[config.mk]
export PLATFORM = sky130hd
export DESIGN_NAME = plic_target_sched
export DESIGN_NICKNAME = d
export VERILOG_FILES = /design/src/rtl/plic_sched_pkg.sv /design/src/rtl/plic_target_arb.sv /design/src/rtl/plic_target_sched.sv
export SDC_FILE = /design/constraint.sdc
export NUM_CORES = 1
export LEC_CHECK = 0
export CAP_MARGIN = 10
export CORE_AREA = 3 3 66 68
export DETAILED_ROUTE_END_ITERATION = 12
export DIE_AREA = 0 0 69 71
export DONT_BUFFER_PORTS = 1
export GPL_ROUTABILITY_DRIVEN = 0
export GPL_TIMING_DRIVEN = 1
export HOLD_SLACK_MARGIN = 0.15
export PLACE_DENSITY = 0.76
export SLEW_MARGIN = 40
export SYNTH_ARGS = -nofsm -noshare
export SYNTH_HDL_FRONTEND = slang
export SYNTH_HIERARCHICAL = 1
export SYNTH_SLANG_ARGS = --single-unit
[constraint.sdc]
create_clock -name clk_i -period 4.5 [get_ports clk_i]
set_clock_uncertainty 0.2 [all_clocks]
set_input_delay 0.45 -clock clk_i [delete_from_list [all_inputs] [get_ports clk_i]]
set_output_delay 0.45 -clock clk_i [all_outputs]
set_load 0.005 [all_outputs]
[src/rtl/plic_sched_pkg.sv]
// -----------------------------------------------------------------------------
// plic_sched_pkg
// Shared defaults, types and constants for the PLIC gateway / claim-complete
// scheduler (plic_target_sched) and its per-target arbiter (plic_target_arb).
//   N_SRC  : number of interrupt sources (source s has interrupt ID s+1)
//   N_TGT  : number of targets (hart contexts)
//   PRIO_W : priority / threshold width
//   ID_W   : claim ID width, 2**ID_W must exceed N_SRC
// -----------------------------------------------------------------------------
package plic_sched_pkg;

    localparam int N_SRC  = 3;
    localparam int N_TGT  = 4;
    localparam int PRIO_W = 3;
    localparam int ID_W   = 2;

    typedef logic [PRIO_W-1:0] prio_t;
    typedef logic [ID_W-1:0]   id_t;

    // Interrupt ID 0 is reserved for "no interrupt".
    localparam id_t NO_IRQ = '0;

endpackage : plic_sched_pkg

[src/rtl/plic_target_arb.sv]
// -----------------------------------------------------------------------------
// plic_target_arb
// Purely combinational arbiter for one target: picks the enabled candidate
// source with the highest priority strictly above the target threshold.
// Ties go to the lowest interrupt ID.
// Ports:
//   cand      : sources that are pending and not in service (next state)
//   ie        : this target's enable bits
//   prio      : per-source priority
//   threshold : this target's threshold
//   id        : winning interrupt ID (source index + 1), NO_IRQ if none
// -----------------------------------------------------------------------------
module plic_target_arb
    import plic_sched_pkg::*;
#(
    parameter int N_SRC  = plic_sched_pkg::N_SRC,
    parameter int PRIO_W = plic_sched_pkg::PRIO_W,
    parameter int ID_W   = plic_sched_pkg::ID_W
) (
    input  logic [N_SRC-1:0]             cand,
    input  logic [N_SRC-1:0]             ie,
    input  logic [N_SRC-1:0][PRIO_W-1:0] prio,
    input  logic [PRIO_W-1:0]            threshold,
    output logic [ID_W-1:0]              id
);

    logic [PRIO_W-1:0] best_prio;

    // Seeding the running maximum with the threshold folds the threshold
    // compare into the search; the strict '>' keeps the lowest ID on ties
    // and also rejects priority 0.
    always_comb begin
        // NOTE: every variable written here gets a default first, so no
        // path leaves it holding a stale value and no latch is inferred.
        best_prio = threshold;
        id        = ID_W'(NO_IRQ);
        for (int s = 0; s < N_SRC; s++) begin
            if (cand[s] && ie[s] && (prio[s] > best_prio)) begin
                best_prio = prio[s];
                id        = ID_W'(s + 1);
            end
        end
    end

endmodule : plic_target_arb

[src/rtl/plic_target_sched.sv]
// -----------------------------------------------------------------------------
// plic_target_sched
// PLIC interrupt gateway plus per-target claim/complete scheduler. Samples
// level (optionally edge) sources into pending bits, registers per-target
// arbitration winners, grants claims (lowest target wins a collision) and
// retires completes.
// Configuration macro: PLIC_EDGE_TRIG_EN adds le_i and per-source edge
// detection; without it every source is level-triggered.
// Ports:
//   clk_i, rst_i   : clock, synchronous active-high reset
//   le_i           : (PLIC_EDGE_TRIG_EN only) 1 = edge-triggered source
//   irq_src_i      : interrupt source lines
//   prio_i         : per-source priority (0 = never interrupts)
//   ie_i           : per-target source enables
//   threshold_i    : per-target threshold
//   claim_re_i     : per-target claim strobe
//   complete_we_i  : per-target complete strobe
//   complete_id_i  : per-target ID written on complete
//   ip_o           : pending bits
//   claim_id_o     : per-target claimed ID (0 unless granted)
//   irq_o          : per-target interrupt request
// -----------------------------------------------------------------------------
module plic_target_sched
    import plic_sched_pkg::*;
#(
    parameter int N_SRC  = plic_sched_pkg::N_SRC,
    parameter int N_TGT  = plic_sched_pkg::N_TGT,
    parameter int PRIO_W = plic_sched_pkg::PRIO_W,
    parameter int ID_W   = plic_sched_pkg::ID_W
) (
    input  logic                         clk_i,
    input  logic                         rst_i,
`ifdef PLIC_EDGE_TRIG_EN
    input  logic [N_SRC-1:0]             le_i,
`endif
    input  logic [N_SRC-1:0]             irq_src_i,
    input  logic [N_SRC-1:0][PRIO_W-1:0] prio_i,
    input  logic [N_TGT-1:0][N_SRC-1:0]  ie_i,
    input  logic [N_TGT-1:0][PRIO_W-1:0] threshold_i,
    input  logic [N_TGT-1:0]             claim_re_i,
    input  logic [N_TGT-1:0]             complete_we_i,
    input  logic [N_TGT-1:0][ID_W-1:0]   complete_id_i,
    output logic [N_SRC-1:0]             ip_o,
    output logic [N_TGT-1:0][ID_W-1:0]   claim_id_o,
    output logic [N_TGT-1:0]             irq_o
);

    logic [N_SRC-1:0]           pend_q, pend_d, pend_set;
    logic [N_SRC-1:0]           insvc_q, insvc_d;
    logic [N_SRC-1:0]           claimed, completed;
    logic [N_TGT-1:0]           grant;
    logic [N_TGT-1:0][ID_W-1:0] best_q, best_d;

`ifdef PLIC_EDGE_TRIG_EN
    logic [N_SRC-1:0]           prev_q;
`endif

    // ---------------------------------------------------------------- gateway
    // Level sources re-pend only once they are neither pending nor in service.
    // Edge sources latch a rising edge even while in service (arbitration
    // keeps them ineligible until complete); an edge seen while already
    // pending is dropped.
    always_comb begin
        pend_set = '0;
        for (int s = 0; s < N_SRC; s++) begin
`ifdef PLIC_EDGE_TRIG_EN
            if (le_i[s]) begin
                pend_set[s] = irq_src_i[s] & ~prev_q[s] & ~pend_q[s];
            end else begin
                pend_set[s] = irq_src_i[s] & ~pend_q[s] & ~insvc_q[s];
            end
`else
            pend_set[s] = irq_src_i[s] & ~pend_q[s] & ~insvc_q[s];
`endif
        end
    end

    // ------------------------------------------------------------ claim grant
    // A target is granted when it claims a real ID and no lower-indexed target
    // claims the same ID in this cycle.
    always_comb begin
        grant = '0;
        for (int t = 0; t < N_TGT; t++) begin
            grant[t] = claim_re_i[t] && (best_q[t] != ID_W'(NO_IRQ));
            for (int u = 0; u < t; u++) begin
                if (claim_re_i[u] && (best_q[u] == best_q[t])) begin
                    grant[t] = 1'b0;
                end
            end
        end
    end

    // Map granted claims and valid completes onto sources. A complete only
    // counts for an in-range ID that is currently in service.
    always_comb begin
        claimed   = '0;
        completed = '0;
        for (int s = 0; s < N_SRC; s++) begin
            for (int t = 0; t < N_TGT; t++) begin
                if (grant[t] && (best_q[t] == ID_W'(s + 1))) begin
                    claimed[s] = 1'b1;
                end
                if (complete_we_i[t] && (complete_id_i[t] == ID_W'(s + 1)) && insvc_q[s]) begin
                    completed[s] = 1'b1;
                end
            end
        end
    end

    assign pend_d  = (pend_q | pend_set) & ~claimed;
    assign insvc_d = (insvc_q & ~completed) | claimed;

    // ------------------------------------------------------------ arbitration
    // Arbitrating on next-state pend/insvc means a source claimed this cycle
    // is already gone from best_q on the following cycle.
    for (genvar t = 0; t < N_TGT; t++) begin : g_arb
        plic_target_arb #(
            .N_SRC  (N_SRC),
            .PRIO_W (PRIO_W),
            .ID_W   (ID_W)
        ) u_arb (
            .cand      (pend_d & ~insvc_d),
            .ie        (ie_i[t]),
            .prio      (prio_i),
            .threshold (threshold_i[t]),
            .id        (best_d[t])
        );
    end

    // ---------------------------------------------------------------- state
    always_ff @(posedge clk_i) begin
        // NOTE: sequential state uses non-blocking assignments so every flop
        // samples pre-edge values regardless of statement order.
        if (rst_i) begin
            pend_q  <= '0;
            insvc_q <= '0;
            best_q  <= '0;
        end else begin
            pend_q  <= pend_d;
            insvc_q <= insvc_d;
            best_q  <= best_d;
        end
    end

`ifdef PLIC_EDGE_TRIG_EN
    always_ff @(posedge clk_i) begin
        if (rst_i) begin
            prev_q <= '0;
        end else begin
            prev_q <= irq_src_i;
        end
    end
`endif

    // ---------------------------------------------------------------- outputs
    assign ip_o = pend_q;

    always_comb begin
        claim_id_o = '0;
        irq_o      = '0;
        for (int t = 0; t < N_TGT; t++) begin
            claim_id_o[t] = grant[t] ? best_q[t] : ID_W'(NO_IRQ);
            irq_o[t]      = (best_q[t] != ID_W'(NO_IRQ));
        end
    end

endmodule : plic_target_sched

==> results of run 1 <==
synthesized netlist by cell type (7+ instances only):
master,instances
and2_1,8
ha_1,36
o21ai_0,14
nor3_1,11
nand2_1,26
nor2_1,15
a21oi_1,7
dfxtp_1,14
inv_1,30
nand3_1,26
nor2b_1,18
critical path: stages (launching register included):
cell and delay (ns):
dfxtp_1 0.36, nand2_1 0.10, o22ai_1 0.11, a31oi_2 0.27
o311ai_4 0.16, nor2b_2 0.22, nand2_1 0.09, a211oi_2 0.20
buf_4 0.18, mux2i_2 0.24, ha_1 0.28, a31oi_1 0.16
nand4_1 0.15, mux2_2 0.33, ha_1 0.28, nor2b_1 0.13
o21a_1 0.17, o2111ai_2 0.18, a21bo_2 0.25, nor2b_1 0.13
path summary, 6_finish.rpt:
kind / slack [ns] / cells after the start / end / from
setup / recovery: 0.21 / 19 / best_q[2] / best_q[2]
hold reg to reg: 0.48 / 3 / insvc_q[1] / insvc_q[1]
setup reg to reg: 0.21 / 19 / best_q[2] / best_q[2]
hold / removal: 0.06 / 1 / best_q[6] / rst_i
registers in the layout (all words and copies together), names as in the netlist:
name     flops
best_q       8
ip_o         3
insvc_q      3
final cells by class:
type,instances,area [um^2]
tap,50,62.6
multi-input combinational,249,1870
inverter,30,113
timing repair buffer,14,115
sequential,14,285
clock buffer,4,55.1
fill,368,1410
power groups by stage:
stage          logic [W]  clock network, W  registers [W]
3_5_place_dp    0.000351                 0       0.000162
5_1_grt         0.000442          0.000127       0.000164
4_1_cts         0.000360          0.000122       0.000160
6_report        0.000389          0.000120       0.000162
2_1_floorplan   0.000289                 0       0.000154
3_3_place_gp    0.000342                 0       0.000162
metal layers:
layer	global-route usage (%)	routed length [um]	part of all wire, %	up-vias
met3	6.25	425	7.5	6
met1	25.6	2370	42	990
met2	41.2	2830	50	75
li1	-	-	-	1116
met4	7.16	64	1.1	0
met5	0	0	0	-
stage by stage:
stage | util, % | TNS (ns) | instances
after global routing | 63.9 | -0.156 | 361
after CTS | 62.0 | 0 | 360
after floorplan | - | 0 | 299
final | 63.9 | 0 | 361
after global placement | 59.3 | 0 | 352
after detailed placement | 59.5 | -0.0191 | 352
cells by family after synthesis:
family / Yosys count
fa+ha+maj: 36
compound gates: 65
buf+inv: 36
flops: 14
simple gates: 133
xor+xnor: 8
mux: 7
timing repair:
action | in CTS | in global routing
buffers inserted | 0 | 1
resized for setup | 1 | 18
pin swaps | 0 | 1
endpoints found under the hold margin | 12 | 8
endpoints found under the setup margin | 1 | 8
gates cloned | 0 | 0
==> results_dict.tcl, run 1 <==
set metrics [dict create \
    status "complete, no violations" \
    max_cap_viol_count 0 \
    setup_ws_ns 0.213 \
    hold_viol_final 0 \
    syn_to_final_growth_pct 12.0 \
    total_power_w 0.000670 \
    critPathArrivalTime_ns 4.23 \
    leakage_nw 1.14 \
    clkSinkCount 14 \
    cp_max_fo 5 \
    chipHeight_um 71 \
    cts_buffers 3 \
    initial_core_util_pct 57.1 \
    synth_compound_area_share_pct 21.3 \
    grt_pass1_vias 2157 \
    core_mm2 0.00391 \
    grt_pass1_wl_um 9250 \
    setup_viol 0 \
    ys_types 47 \
    synth_edf_count 0 \
    avgRoutedWirePerCell_um 15.8 \
    cts_hold_buf 4 \
    synth_nets 389 \
    vias 2187 \
    insertion_delay_ns 0.24 \
    routed_wl_um 5690 \
    yosys.area_share.adder_pct 20.2 \
    drt-initial-drc-count 72 \
    ir_drop_uv 108 \
    first_pass_iters 4 \
    avgSynthCellArea_um2 7.47 \
    dieWidth_um 69 \
    grt_antenna_before_repair 0 \
    synth_top_family_by_area "simple AND/OR/NAND/NOR gates" \
    synthXorXnorAreaFrac_pct 3.14 \
    drive_gt1_share_pct 17.7 \
    endpoint_kind "register" \
    ios 69 \
    drc_errors 0 \
    period_needed_ns 4.29 \
    synth_seq_cells 14 \
    vias_per_cell 6.06 \
    yosys.area.top_type "ha_1" \
    intPower_w 0.000409 \
    drv_slew 0 \
    dpl_cell_area_mm2 0.00233 \
    power_frac_clock_pct 17.9 \
    io_buffers 0 \
    critical_path_required_ns 4.44 \
    timing.fmax_ghz 0.233 \
    grt_usage_pct 22.7 \
    final_nets 402 \
    synth_top_flop_cell "dfxtp_1" \
    die_area_mm2 0.00490 \
    synth_area_leaders "ha_1, dfxtp_1, nand3_1, inv_1, nor2b_1" \
    max-clock-path-buffers 2 \
    diodes 0 \
    grt_max_degree 14 \
    power_density_mw_per_mm2 268 \
    htreeDepth 1 \
    yosysSeqAreaShare_pct 12.5 \
    synth_cells 299 \
    holdWs_ns 0.0635 \
    row_count 23 \
    synth_top_area_share_pct 20.2 \
    clk_pin_slew_ns 0.06 \
    place_ws_ns -0.0191 \
    p_sw_share_pct 38.9 \
    max_slew.worst_pin.slew_ns 0.668 \
    criticalPathCategory "reg -> reg" \
    period_share_pct 95.3 \
    stdcell_area_mm2 0.00250 \
    dp_hpwl_um 4620 \
    p_comb_share_pct 58.0 \
    ys_warn_count 6 \
    synthMuxAreaShare_pct 3.36 \
    seqPwrFrac_pct 24.1 \
    synthesis.area_mm2 0.00223 \
    hp-class "in -> reg" \
    worstSetupStartpointType "register" \
    antenna_left 0 \
    p_sw_w 0.000261 \
    overflow 0 \
    slew_headroom_pct 55.1 \
    synth-simple-area-share_pct 32.5 \
    most-common-layout-cells "ha_1, inv_1, nand3_1, nand2_1" \
    cts_tree "yes" \
    final_common_cell "ha_1" \
    async_reset_ff_share_pct 0 \
    root_buffer "clkbuf_8" \
]
(Power assumes the default switching activity.)
==> inputs of run 2 (changes only) <==
==> constraint.sdc (replaced) <==
create_clock -name clk_i -period 4.5 [get_ports clk_i]
set_clock_uncertainty 0.2 [all_clocks]
set_input_delay 1.125 -clock clk_i [delete_from_list [all_inputs] [get_ports clk_i]]
set_output_delay 1.125 -clock clk_i [all_outputs]
set_load 0.005 [all_outputs]
==> run 2 against run 1 <==
The run now ends with negative setup slack left. Non-clock buffer count grew 50. Sequential power hardly changed. Design area grew 31%. Flip-flop and latch count stayed put. Register-to-register slack barely moved. Setup slack got worse by 0.25 ns. Combinational power grew 53%. Fmax is 5.6% lower. Critical path depth is 1 lower. Critical path type is now in -> reg.
==> results_dict.tcl, run 2 (same netlist as run 1, synthesis figures left out) <==
set metrics [dict create \
    status "complete, but fails checks" \
    violations "negative setup slack" \
    stdcell_area_mm2 0.00327 \
    max_slew.worst_pin.slew_ns 0.486 \
    power_frac_clock_pct 13.6 \
    drt-initial-drc-count 84 \
    place_ws_ns -0.431 \
    cts_tree "yes" \
    power_density_mw_per_mm2 267 \
    grt_max_degree 14 \
    dieWidth_um 69 \
    grt_pass1_vias 2468 \
    ir_drop_uv 138 \
    drc_errors 0 \
    intPower_w 0.000534 \
    final_nets 452 \
    vias 2498 \
    critical_path_required_ns 4.44 \
    p_comb_share_pct 67.9 \
    avgRoutedWirePerCell_um 18.1 \
    dp_hpwl_um 4910 \
    grt_antenna_before_repair 0 \
    grt_pass1_wl_um 10800 \
    routed_wl_um 7450 \
    hold_viol_final 0 \
    cts_hold_buf 0 \
    hp-class "reg -> reg" \
    crit_top_cell "nor2b_4" \
    setup_ws_ns -0.0399 \
    clkSinkCount 14 \
    vias_per_cell 6.08 \
    drive_gt1_share_pct 42.7 \
    p_sw_w 0.000341 \
    insertion_delay_ns 0.24 \
    criticalPathCategory "in -> reg" \
    hold_path_depth 2 \
    die_area_mm2 0.00490 \
    cts_buffers 3 \
    dpl_cell_area_mm2 0.00271 \
    diodes 0 \
    max_stage_delay_ns 0.35 \
    row_count 23 \
    slew_headroom_pct 67.3 \
    io_buffers 0 \
    overflow 0 \
    htreeDepth 1 \
    regToRegSetupSlack_ns 0.20 \
    syn_to_final_growth_pct 46.6 \
    max_cap_viol_count 0 \
    drv_slew 0 \
    endpoint_kind "register" \
    cp_max_fo 4 \
    critPathArrivalTime_ns 4.48 \
    cp_cell_sequence "nand2_8 > o22ai_4 > a31oi_4 > o311ai_4 > nor2b_4 > nand2_2 > a211oi_4 > mux2i_2 > ha_1 > a31oi_1 > nand4_1 > mux2_4 > ha_4 > nor2b_4 > o21a_1 > o2111ai_2 > a21bo_2 > nor2b_1" \
    core_mm2 0.00391 \
    grt_usage_pct 26.1 \
    period_needed_ns 4.54 \
    max_flop_register "best_q" \
    clk_pin_slew_ns 0.06 \
    worstSetupStartpointType "input port" \
    final_common_cell "buf_4" \
    leakage_nw 1.43 \
    ios 69 \
    setup_viol 1 \
    first_pass_iters 4 \
    timing.fmax_ghz 0.220 \
    grt_setup_unrepaired "yes" \
    crit_slowest_cell "mux2_4" \
    max-clock-path-buffers 2 \
    antenna_left 0 \
    most-common-layout-cells "buf_4, inv_1, ha_1, nand3_1, nand2_1" \
    seqPwrFrac_pct 18.5 \
    rr_worst_depth 22 \
    root_buffer "clkbuf_8" \
    largest_reg_flops 8 \
    period_share_pct 101 \
    p_sw_share_pct 38.9 \
    chipHeight_um 71 \
    initial_core_util_pct 57.1 \
]
==> run 2: cell types whose count changed in the layout (fill, tap and decap cells not counted), sizes merged <==
cell / delta
buf: +54
dlygate4sd3: -4
==> run 2: critical path: cells and delay by family <==
kind                     cells  cell delay (ns)
AO/OA/AOI/OAI                8             1.50
adder cells (fa/ha/maj)      2             0.51
multiplexers                 2             0.65
AND/OR/NAND/NOR              6             0.69
==> run 2: path summary, 6_finish.rpt <==
path | startpoint | endpoint
worst max-delay path | claim_re_i[1] | best_q[2]
worst min-delay path | ip_o[1] | ip_o[1]
worst max register to register | best_q[3] | best_q[4]
worst min register to register | ip_o[1] | ip_o[1]
==> run 2: final cells by class <==
type / count / area (um^2)
tap: 50 / 62.6
sequential: 14 / 280
multi-input combinational: 249 / 2280
fill: 218 / 639
clock buffer: 4 / 55.1
timing repair buffer: 64 / 488
inverter: 30 / 113
==> run 2: repair_timing <==
action | 4_1_cts | 5_1_grt
pin swaps | 18 | 18
setup buffers | 13 | 4
endpoints found under the setup margin | 8 | 8
resized for setup | 43 | 35
==> run 2: per-layer routing <==
metal  wire length, um  up-vias  track usage, %
li1                  -     1214               -
met1              2790     1148            28.6
met2              3840      114            49.9
met3               643       22            6.96
met4               180        0            5.86
met5                 0        -               0
==> run 2: power by group through the flow <==
stage | registers, W | clock network, W | logic [W]
floorplan | 0.000154 | 0 | 0.000306
global placement | 0.000163 | 0 | 0.000417
detailed placement | 0.000164 | 0 | 0.000430
CTS | 0.000162 | 0.000121 | 0.000502
global route | 0.000165 | 0.000125 | 0.000642
finish | 0.000162 | 0.000119 | 0.000594
==> run 2: metrics by stage <==
step	utilization [%]	total power, W	hold WS, ns	instances	setup TNS [ns]
after global routing	83.7	0.000931	0.479	411	-0.535
after global placement	69.1	0.000580	0.386	390	-2.04
after floorplan	-	0.000460	0.341	299	-0.644
after CTS	78.2	0.000784	0.416	407	-0.207
after detailed placement	69.1	0.000594	0.397	390	-2.87
final	83.7	0.000875	0.407	411	-0.0399
==> inputs of run 3 (changes only) <==
Settings changed: PLACE_DENSITY 0.76 to 0.84.
==> run 3 against run 2 <==
The flow still finishes with violations (negative setup slack). Clock-buffer cell count stayed put. Register-to-register slack lost 0.09 ns. Combinational power is 20% lower. Global-route usage decreased by 0.59 points.
==> results_dict.tcl, run 3 (same netlist as run 1, synthesis figures left out) <==
set metrics [dict create \
    cp_max_fo 4 \
    grt_antenna_before_repair 0 \
    core_mm2 0.00391 \
    period_share_pct 103 \
    crit_end "best_q[2]" \
    root_buffer "clkbuf_8" \
    crit_start "claim_re_i[0]" \
    final_util_pct 73.8 \
    io_buffers 0 \
    cts_tree "yes" \
    first_pass_iters 4 \
    crit_slowest_cell "a211oi_4" \
    initial_core_util_pct 57.1 \
    crit_cells 18 \
    antenna_left 0 \
    hp-class "reg -> reg" \
    instances_no_fill 395 \
    endpoint_kind "register" \
    path_buf_inv 1 \
    drt-initial-drc-count 80 \
    final_nets 436 \
    placed_cells 390 \
    holdWs_ns 0.403 \
    clkSinkCount 14 \
    max_flop_register "best_q" \
    power_density_mw_per_mm2 265 \
    diodes 0 \
    vias_per_cell 6.04 \
    avgRoutedWirePerCell_um 16.9 \
    max_slew.worst_pin.slew_ns 0.371 \
    ir_drop_uv 151 \
    cp_cell_sequence "nand2_8 > o22ai_4 > a31oi_2 > o311ai_2 > nor2b_2 > nand2_2 > a211oi_4 > mux2i_1 > ha_1 > a31oi_1 > nand4_1 > buf_4 > mux2_2 > ha_1 > o21a_1 > o2111ai_2 > a21bo_2 > nor2b_1" \
    drive_gt1_share_pct 31.0 \
    chipHeight_um 71 \
    critPathArrivalTime_ns 4.60 \
    worstSetupStartpointType "input port" \
    setup-tns-final_ns -0.623 \
    regToRegSetupSlack_ns 0.11 \
    cts_buffers 3 \
    setup_ws_ns -0.151 \
    leakage_nw 1.30 \
    crit_top_cell "ha_1" \
    drc_errors 0 \
    insertion_delay_ns 0.25 \
    routed_wl_um 6680 \
    setup_viol 8 \
    hold_viol_final 0 \
    period_needed_ns 4.65 \
    slew_headroom_pct 75.0 \
    timing.fmax_ghz 0.215 \
    rr_endpoint "best_q[2]" \
    htreeDepth 1 \
    die_area_mm2 0.00490 \
    ios 69 \
    max_stage_delay_ns 0.34 \
    grt_pass1_wl_um 10400 \
    overflow 0 \
    max-clock-path-buffers 2 \
    final_common_cell "buf_4" \
    dp_hpwl_um 5310 \
    violations "negative setup slack" \
    criticalPathCategory "in -> reg" \
    grt_pass1_vias 2419 \
    most-common-layout-cells "buf_4, ha_1, inv_1, nand3_1, nand2_1" \
    largest_reg_flops 8 \
    vias 2385 \
    clk_pin_slew_ns 0.06 \
    grt_setup_unrepaired "yes" \
    r2r_start "best_q[7]" \
    fillers 306 \
    crit_family "compound AO/OA/AOI/OAI gates" \
    drv_slew 0 \
    grt_usage_pct 25.5 \
    syn_to_final_growth_pct 29.4 \
    critical_path_required_ns 4.45 \
    dieWidth_um 69 \
    max_cap_viol_count 0 \
    grt_max_degree 14 \
    status "complete, but fails checks" \
    rr_worst_depth 18 \
    total_power_w 0.000766 \
    row_count 23 \
]
==> run 3: changes by cell type in the layout (fill, tap and decap cells not counted), sizes merged <==
cell,before,now
buf,64,48
==> run 3: worst min-delay path, cell delays in order, from the launching register on <==
cell and delay [ns]:
dfxtp_1 0.32, a21oi_1 0.17, nor4_1 0.07
==> run 3: worst min path at each step <==
stage	start	end	slack, ns	cells after the start
floorplan	ip_o[1]	ip_o[1]	0.34	2
global placement	ip_o[1]	ip_o[1]	0.40	2
detailed placement	ip_o[1]	ip_o[1]	0.40	2
CTS	ip_o[2]	ip_o[2]	0.42	2
global route	ip_o[2]	ip_o[2]	0.48	2
finish	ip_o[2]	ip_o[2]	0.40	2
==> run 3: through the flow <==
stage / setup WS [ns] / area [um^2]
3_3_place_gp: -0.262 / 2710
6_report: -0.151 / 2890
5_1_grt: -0.316 / 2890
3_5_place_dp: -0.314 / 2710
2_1_floorplan: -0.317 / 2330
4_1_cts: -0.0687 / 2790
==> run 3: routing by layer <==
layer | track usage (%) | vias to the layer above | share of wire (%)
li1 | - | 1180 | -
met4 | 7.59 | 0 | 2.6
met1 | 27.3 | 1102 | 38
met5 | 0 | - | 0
met2 | 49.3 | 84 | 52
met3 | 5.97 | 19 | 7.1
==> run 3: layout make-up <==
cell class | count | area (um^2) | share of cell area [%]
clock buffers | 4 | 55.1 | 1.91
inverters | 30 | 113 | 3.90
multi-input cells | 249 | 2020 | 69.9
flip-flops and latches | 14 | 280 | 9.70
well taps | 50 | 62.6 | 2.17
repair buffers | 48 | 360 | 12.5
==> run 3: power breakdown <==
group | internal, W | leakage [nW] | switching [W] | total (W)
clock | 0.0000775 | 0.0288 | 0.0000461 | 0.000124
combinational | 0.000247 | 1.16 | 0.000230 | 0.000477
sequential | 0.000141 | 0.115 | 0.0000246 | 0.000166
==> run 3: repair_timing <==
| item | CTS | global route |
|---|---|---|
| buffers inserted | 0 | 1 |
| hold endpoints to repair | 0 | 0 |
| hold buffers | 0 | 0 |
| resized for setup | 8 | 25 |
| endpoints found under the setup margin | 5 | 8 |
| cloned | 0 | 0 |
| pin swaps | 0 | 7 |
